**src/rtl/hemaia_mem_sys_pkg.sv**
```systemverilog
`default_nettype none
// +----------------------------------------------------------------------------+
// | hemaia_mem_sys_pkg : shared types and defaults for the HeMAiA memory system |
// | Rev 1.0                                                                      |
// +----------------------------------------------------------------------------+
package hemaia_mem_sys_pkg;

  typedef enum logic [1:0] {
    SB_IDLE   = 2'd0,
    SB_WIDE   = 2'd1,
    SB_NARROW = 2'd2
  } sb_state_e;

  localparam int unsigned SB_NUM_NARROW_DEFAULT       = 8;
  localparam int unsigned SB_MAX_WIDE_BURST_DEFAULT   = 4;
  localparam int unsigned SB_MAX_NARROW_BURST_DEFAULT = 2;

  function automatic int unsigned sb_max(input int unsigned a, input int unsigned b);
    return (a > b) ? a : b;
  endfunction

endpackage
`default_nettype wire

```
**src/rtl/hemaia_mem_sb_arbiter.sv**
```systemverilog
`default_nettype none
// +----------------------------------------------------------------------------+
// | hemaia_mem_sb_arbiter : wide/narrow superbank arbiter with burst fairness    |
// | Rev 1.0                                                                      |
// +----------------------------------------------------------------------------+
module hemaia_mem_sb_arbiter
  import hemaia_mem_sys_pkg::*;
#(
  parameter int unsigned NumNarrow      = SB_NUM_NARROW_DEFAULT,
  parameter int unsigned MaxWideBurst   = SB_MAX_WIDE_BURST_DEFAULT,
  parameter int unsigned MaxNarrowBurst = SB_MAX_NARROW_BURST_DEFAULT
) (
  input  logic                 clk_i,
  input  logic                 rst_i,
  input  logic                 en_i,
  input  logic                 wide_valid_i,
  input  logic [NumNarrow-1:0] narrow_valid_i,
  output logic                 sel_wide_o,
  output logic                 wide_gnt_o,
  output logic [NumNarrow-1:0] narrow_gnt_o,
  output logic                 resp_wide_o,
  output logic [NumNarrow-1:0] resp_narrow_o
);

  localparam int unsigned           CNT_W      = $clog2(sb_max(MaxWideBurst, MaxNarrowBurst) + 1);
  localparam logic [CNT_W-1:0]      WIDE_LIM   = CNT_W'(MaxWideBurst);
  localparam logic [CNT_W-1:0]      NARROW_LIM = CNT_W'(MaxNarrowBurst);

  sb_state_e        r_state;
  sb_state_e        w_state_d;
  logic [CNT_W-1:0] r_cnt;
  logic [CNT_W-1:0] w_cnt_d;

  logic w_wide_pend;
  logic w_narrow_pend;
  logic w_force_narrow;
  logic w_narrow_any_gnt;

  assign w_wide_pend      = wide_valid_i;
  assign w_narrow_pend    = |narrow_valid_i;
  assign w_narrow_any_gnt = |narrow_gnt_o;

  always_ff @(posedge clk_i or posedge rst_i) begin
    if (rst_i) begin
      r_state       <= SB_IDLE;
      r_cnt         <= '0;
      resp_wide_o   <= 1'b0;
      resp_narrow_o <= '0;
    end else begin
      r_state       <= w_state_d;
      r_cnt         <= w_cnt_d;
      resp_wide_o   <= wide_gnt_o;
      resp_narrow_o <= narrow_gnt_o;
    end
  end

  // The counter saturates at the owning side's burst limit so that a lone
  // requester keeps the superbank but still yields the moment the other side asks.
  always_comb begin
    w_state_d = r_state;
    w_cnt_d   = r_cnt;
    if (wide_gnt_o) begin
      if (r_state == SB_WIDE) begin
        if (r_cnt != WIDE_LIM) w_cnt_d = r_cnt + CNT_W'(1);
      end else begin
        w_state_d = SB_WIDE;
        w_cnt_d   = CNT_W'(1);
      end
    end else if (w_narrow_any_gnt) begin
      if (r_state == SB_NARROW) begin
        if (r_cnt != NARROW_LIM) w_cnt_d = r_cnt + CNT_W'(1);
      end else begin
        w_state_d = SB_NARROW;
        w_cnt_d   = CNT_W'(1);
      end
    end else begin
      w_state_d = SB_IDLE;
      w_cnt_d   = '0;
    end
  end

  always_comb begin
    w_force_narrow = w_narrow_pend &&
                     (((r_state == SB_WIDE)   && (r_cnt == WIDE_LIM)) ||
                      ((r_state == SB_NARROW) && (r_cnt <  NARROW_LIM)));
    sel_wide_o     = en_i && w_wide_pend && !w_force_narrow;
    wide_gnt_o     = sel_wide_o;
    narrow_gnt_o   = (en_i && !sel_wide_o) ? narrow_valid_i : '0;
  end

endmodule
`default_nettype wire

```
**config.mk**
```make
export PLATFORM = sky130hd
export DESIGN_NAME = hemaia_mem_sb_arbiter
export DESIGN_NICKNAME = d
export VERILOG_FILES = /design/src/rtl/hemaia_mem_sys_pkg.sv /design/src/rtl/hemaia_mem_sb_arbiter.sv
export SDC_FILE = /design/constraint.sdc
export NUM_CORES = 1
export LEC_CHECK = 0
export ABC_AREA = 1
export BUFFER_PORTS_ARGS = -buffer_cell sky130_fd_sc_hd__buf_4
export CORE_UTILIZATION = 41
export CTS_CLUSTER_SIZE = 40
export DETAILED_ROUTE_END_ITERATION = 8
export PLACE_DENSITY = 0.82
export SYNTH_ARGS = -nofsm -noshare
export SYNTH_HDL_FRONTEND = slang
export SYNTH_SLANG_ARGS = --single-unit
```
**constraint.sdc**
```tcl
create_clock -name clk_i -period 1.4 [get_ports clk_i]
set_input_delay 0.07 -clock clk_i [delete_from_list [all_inputs] [get_ports clk_i]]
set_output_delay 0.07 -clock clk_i [all_outputs]
set_load 0.01 [all_outputs]
```
# Yosys cells after proc, flatten, opt, wreduce, memory -nomap -nowiden
# Cells that the tools add are included.
# Widths: inputs -> output; s select.
# word_totals
ff_bits	14
in_bits	12
# op_classes
n_reduce_logical	13
eq_ne	9
n_lt_le_gt_ge	1
mux	11
addsub	1
# op_table
cell	n
$mux 3	6
$reduce_or 8->1	2
$ne 3x3->1 const B	3
$mux 2	4
$mux 8	1
$logic_and 1x1->1	6
$ne 4x3->1 const B	1
$reduce_and 2->1	2
$add 3x1->3 const B	1
$eq 3x3->1 const B	1
$lt 3x2->1 const B	1
$ne 3x2->1 const B	1
$eq 2x1->1 const B	1
$eq 2x2->1 const B	1
$logic_not 1->1	2
$ne 2x2->1 const B	1
$logic_or 1x1->1	1

# Longest topological paths before layout
# depth
ltp_word	12
depth_mapped	12
ltp_nobuf	12

# Least setup slack after synthesis
# No wires, ideal clock.
# synth_path
path_kind	register -> register
from	register r_cnt[0]
to	register r_cnt[0]
required_time_ps	1283
path_stages_with_launch	12
setup_time_ps	117
t_arrival_ps	1403
period_less_slack_ps	1519
path_buffers	0
path_slack_ps	-119
path_cell_list	dfrtp_1 inv_1 ha_1 nand4_1 nand2_1 nand2_2 a21oi_2 o41ai_1 nand2_2 a21oi_1 nand2_1 nand2_1
# synth_via
elab_chain_cells	12
word_cells_on_any_way	24
classes_between	add/sub (1); order compare (1); eq/ne (5); mux (7); reduce/logical (10)
# synth_lines
element	line	source
start: declaration	hemaia_mem_sb_arbiter.sv:31	logic [CNT_W-1:0] r_cnt;
start signal: assignment	hemaia_mem_sb_arbiter.sv:51	r_cnt <= w_cnt_d;
$lt 3x2->1 / $eq 3x3->1 (equally long branches)	hemaia_mem_sb_arbiter.sv:85, hemaia_mem_sb_arbiter.sv:84	
$logic_and 1x1->1, on equally long branches	hemaia_mem_sb_arbiter.sv:85, hemaia_mem_sb_arbiter.sv:84	
$logic_or 1x1->1	hemaia_mem_sb_arbiter.sv:84	(((r_state == SB_WIDE) && (r_cnt == WIDE_LIM)) ||
$logic_and 1x1->1	hemaia_mem_sb_arbiter.sv:83	w_force_narrow = w_narrow_pend &&
$logic_not 1->1	hemaia_mem_sb_arbiter.sv:86	sel_wide_o = en_i && w_wide_pend && !w_force_narrow;
$logic_and 1x1->1	hemaia_mem_sb_arbiter.sv:86	
$logic_not 1->1	hemaia_mem_sb_arbiter.sv:88	narrow_gnt_o = (en_i && !sel_wide_o) ? narrow_valid_i : '0;
$logic_and 1x1->1	hemaia_mem_sb_arbiter.sv:88	
$mux 8	hemaia_mem_sb_arbiter.sv:88	
$reduce_or 8->1	hemaia_mem_sb_arbiter.sv:41	assign w_narrow_any_gnt = |narrow_gnt_o;
$ne 4x3->1 (no source line) / $mux 3 (equally long branches)	--	
$reduce_and 2->1 (no source line) / $mux 3 (equally long branches)	--	
# Parallel ways exist; a longest one is shown, timed or not. The select of a mux whose other input is x is not followed.
# A chain may end at the register's enable or synchronous reset.

# Worst setup path after layout
# layout_path
from	register r_cnt[1]
to	output port narrow_gnt_o[2]
# layout_via
elab_chain_cells	9
word_cells_on_any_way	11
classes_between	order compare (1); eq/ne (1); mux (1); reduce/logical (8)
# layout_lines
element	line	source
$lt 3x2->1 / $eq 3x3->1 (equally long branches)	hemaia_mem_sb_arbiter.sv:85, hemaia_mem_sb_arbiter.sv:84	
$logic_and 1x1->1, on equally long branches	hemaia_mem_sb_arbiter.sv:85, hemaia_mem_sb_arbiter.sv:84	
$logic_or 1x1->1 *	hemaia_mem_sb_arbiter.sv:84	
$logic_and 1x1->1 *	hemaia_mem_sb_arbiter.sv:83	
$logic_not 1->1 *	hemaia_mem_sb_arbiter.sv:86	
$logic_and 1x1->1 *	hemaia_mem_sb_arbiter.sv:86	
$logic_not 1->1 *	hemaia_mem_sb_arbiter.sv:88	
$logic_and 1x1->1 *	hemaia_mem_sb_arbiter.sv:88	
$mux 8 *	hemaia_mem_sb_arbiter.sv:88	
end: declaration	hemaia_mem_sb_arbiter.sv:20	output logic [NumNarrow-1:0] narrow_gnt_o,
# Every way passes the cells marked *; elsewhere a longest branch is shown, timed or not.

==> run_results.csv <==
group,metric,value,unit
layout,layout.cells.most_common_list,"sky130_fd_sc_hd__buf_4, sky130_fd_sc_hd__nand2_1, sky130_fd_sc_hd__inv_1",
logic_synthesis,yosys_warnings,0,
timing,post-route-period-util,1.580,
timing,rsz0062_at_grt,"yes",
placed_design,portBuffers,30,
timing,max_freq,0.4520,GHz
worst_setup_path,critical-path-slowest-cell,"sky130_fd_sc_hd__dfrtp_1",
clocking,cts_root_buffer,"sky130_fd_sc_hd__clkbuf_4",
clocking,numCtsBuffers,3,
logic_synthesis,synthAdderAreaFrac,0.05181,
placed_design,detailedPlacementHpwl,1.547,mm
grt,first_global_vias,784,
logic_synthesis,share_of_synthesized_cell_area_in_and_or_nand_and_nor_gates,0.2781,
logic_synthesis,synth_xor_area_frac,0.01209,
drt,drt-wirelength-per-cell,19.09,um
timing,skew,3.607,ps
grt,number_of_antenna_violations_at_the_first_check_in_global_routing,0,
timing,final_max_slew_viol_count,0,
drt,first_pass_iters,8,
drt,drcViolationCount,1,
worst_setup_path,timing_worst_setup_path_type,"register to output pin",
layout,drive_above_1_share,0.5592,
min_path,hp-start,"narrow_valid_i[4]",
logic_synthesis,synth.distinct_cells,17,
worst_setup_path,cp_top_family,"simple AND/OR/NAND/NOR gates",
worst_setup_path,worst_ep_required_time,1330,ps
logic_synthesis,synth_fp_nets,109,
layout,area_growth_syn_to_layout,92.23,%
logic_synthesis,syn-mean-instance-area,7.707,sq um
layout,finish.net_count,169,
floorplanning,area_of_the_core_region,1577,sq um
floorplanning,fp.dieArea,1939,sq um
clocking,tritoncts_clock_tree,"built",
timing,slew_of_the_pin_with_the_lowest_slew_margin,558.0,ps
worst_setup_path,cp_data_arrival_time,2140,ps
power_and_ir_drop,leakagePower,0.7783,nW
grt,grt_max_degree,15,
layout,diodes,0,
drt,postRouteWirelength,3.207,mm
grt,gr-usage-all-layers,0.2539,
placed_design,globalplace.congestion,0.8386,
worst_setup_path,worst_path_most_repeated_cell,"sky130_fd_sc_hd__nand2_1",
drt,via_count,934,
clocking,cts.htree.levels,1,
timing,tns,-13320,ps
timing,report.final.setup_viol,24,
worst_setup_path,start_kind,"register",
status,failed_checks,"design-rule violations, negative setup slack",
power_and_ir_drop,fin_total_pwr,1.689,mW
logic_synthesis,synth-seq-area-share,0.4836,
clocking,clock_pin_transition_on_the_worst_setup_and_hold_timing_paths,90,ps
floorplanning,num_io_pins,31,
timing,layout_min_cycle_time,2212,ps
floorplanning,floorplan.initialDensity,0.4595,
worst_setup_path,worstPathCellList,"buf_4, nor2_1, nand2_1, nand2_1, nand2_2, a21oi_4, clkinvlp_4, buf_12, nor2_4, buf_6",
timing,final_setup_margin,-812.5,ps
drt,route.detailed.vias_per_inst,5.560,
floorplanning,core.rowCount,14,
timing,timing.final.hold_violations,0,
logic_synthesis,syn-cell-area,724.4,sq um
drt,antenna_left,0,
worst_setup_path,endpoint_kind,"output pin",
logic_synthesis,synth_compound_area_frac,0.05009,
run,cap_viol_max_count,0,
power_and_ir_drop,power.density_cell_area,1213,nW/um^2
worst_setup_path,critical_path.max_stage_delay,400,ps
logic_synthesis,main_combinational_cell_family_by_area_after_synthesis,"simple AND/OR/NAND/NOR gates",
worst_setup_path,worst_setup_path_startpoint,"r_cnt[1]$_DFFE_PP0P_",
worst_setup_path,worst_r2r_startpoint,"r_cnt[1]$_DFFE_PP0P_",
clocking,tritoncts_num_sinks,14,
timing,timing.slew.headroom,0.6276,
status,run_status,"finished with violations",
layout,layout_commonest_cell,"sky130_fd_sc_hd__buf_4",
logic_synthesis,synthesis.instances,94,
clocking,cts.path.max_buffers,2,
min_path,worstHoldPathType,"primary input to register",
floorplanning,dieHeight,44.04,um
worst_setup_path,worstPathMaxFanout,8,
clocking,clk-insertion-delay-late,290,ps
grt,grt_remaining_overflow,0,
worst_setup_path,critical_path_buf_inv_count,4,
drt,detail_route.iter0.violations,48,
grt,grt_first_pass_wirelength,3.491,mm
power_and_ir_drop,peakVddDrop,1225,uV
logic_synthesis,synth_seq_cells,14,
logic_synthesis,synth.area.mux_share,0,
floorplanning,die-width,44.04,um
-- state kept, by name, indices dropped and copies added, names as in the netlist --
name / count
resp_narrow_o: 8
r_cnt: 3
r_state: 2
resp_wide_o: 1
-- metal layers --
metal | up-vias | wire length, um | part of all wire | track usage
met5 | - | 0 | 0 | 0
met4 | 0 | 216 | 0.067 | 0.1212
met3 | 24 | 211 | 0.066 | 0.05306
met2 | 67 | 1635 | 0.51 | 0.4618
met1 | 450 | 1143 | 0.36 | 0.2782
li1 | 393 | - | - | -
-- path summary, 6_finish.rpt --
path / end / slack (ps) / cells past startpoint
max in group asynchronous: resp_narrow_o[1]$_DFF_PP0_ / 650 / 3
worst min register to register: r_cnt[0]$_DFFE_PP0P_ / 780 / 4
min in group asynchronous: resp_wide_o$_DFF_PP0_ / 390 / 3
worst min-delay path: resp_narrow_o[4]$_DFF_PP0_ / 90 / 3
worst max-delay path: narrow_gnt_o[2] / -810 / 10
worst max register to register: r_cnt[1]$_DFFE_PP0P_ / -620 / 15
-- worst min-delay path: stages --
cell                     delay (ps)
sky130_fd_sc_hd__buf_4          110
sky130_fd_sc_hd__inv_1          100
sky130_fd_sc_hd__nor2_4          50
-- report_power, final --
part / internal, mW / leakage, nW / switching [mW]
combinational: 0.470 / 0.582 / 0.477
sequential: 0.461 / 0.183 / 0.0404
clock: 0.100 / 0.0138 / 0.141
total: 1.03 / 0.778 / 0.658
-- per-stage QoR --
stage	hold slack [ps]	cells	worst slack (ps)	cell area [sq um]	util
detailed placement	154.7	150	-256.5	1086	0.6889
global placement	140.9	150	-151.8	1086	0.6889
floorplan	-40.78	94	-90.30	765.7	-
CTS	50.04	161	-572.0	1206	0.7651
global route	91.72	168	-854.9	1393	0.8833
finish	85.79	168	-812.5	1393	0.8833
-- cells by family (layout without fill, tap and decap cells) --
group | after synthesis | in the layout
AND/OR/NAND/NOR | 48 | 48
adder cells (fa/ha/maj) | 3 | 3
XOR/XNOR | 1 | 1
flip-flops | 14 | 14
buffers and inverters | 23 | 81
AO/OA/AOI/OAI | 5 | 5
-- repair_timing --
action	CTS	global route
resized for setup	8	30
hold buffers	1	0
pin swaps	4	9
setup endpoints to repair	21	24
setup buffers	8	7
endpoints found under the hold margin	14	0
-- synthesized netlist by cell type --
| cell | n | area share |
|---|---|---|
| sky130_fd_sc_hd__o21ai_0 | 1 | 0.0069 |
| sky130_fd_sc_hd__buf_4 | 1 | 0.010 |
| sky130_fd_sc_hd__a21oi_2 | 1 | 0.012 |
| sky130_fd_sc_hd__nor2_1 | 15 | 0.078 |
| sky130_fd_sc_hd__nor2_2 | 1 | 0.0086 |
| sky130_fd_sc_hd__inv_1 | 21 | 0.11 |
| sky130_fd_sc_hd__o41ai_1 | 2 | 0.024 |
| sky130_fd_sc_hd__a21oi_1 | 1 | 0.0069 |
| sky130_fd_sc_hd__nand4_1 | 1 | 0.0086 |
| sky130_fd_sc_hd__xnor2_1 | 1 | 0.012 |
| sky130_fd_sc_hd__ha_1 | 3 | 0.052 |
| sky130_fd_sc_hd__nor3b_1 | 1 | 0.010 |
| sky130_fd_sc_hd__nand3_1 | 2 | 0.014 |
| sky130_fd_sc_hd__inv_2 | 1 | 0.0052 |
| sky130_fd_sc_hd__nand2_2 | 4 | 0.035 |
| sky130_fd_sc_hd__dfrtp_1 | 14 | 0.48 |
| sky130_fd_sc_hd__nand2_1 | 24 | 0.12 |
-- final cells by class --
| class | count | area (sq um) |
|---|---|---|
| clock buffer | 3 | 22.52 |
| tap | 16 | 20.02 |
| inverter | 22 | 91.34 |
| sequential | 14 | 350.3 |
| timing repair buffer | 56 | 484.2 |
| multi-input combinational | 57 | 424.2 |
| fill | 75 | 183.9 |
(Power assumes the default switching activity.)
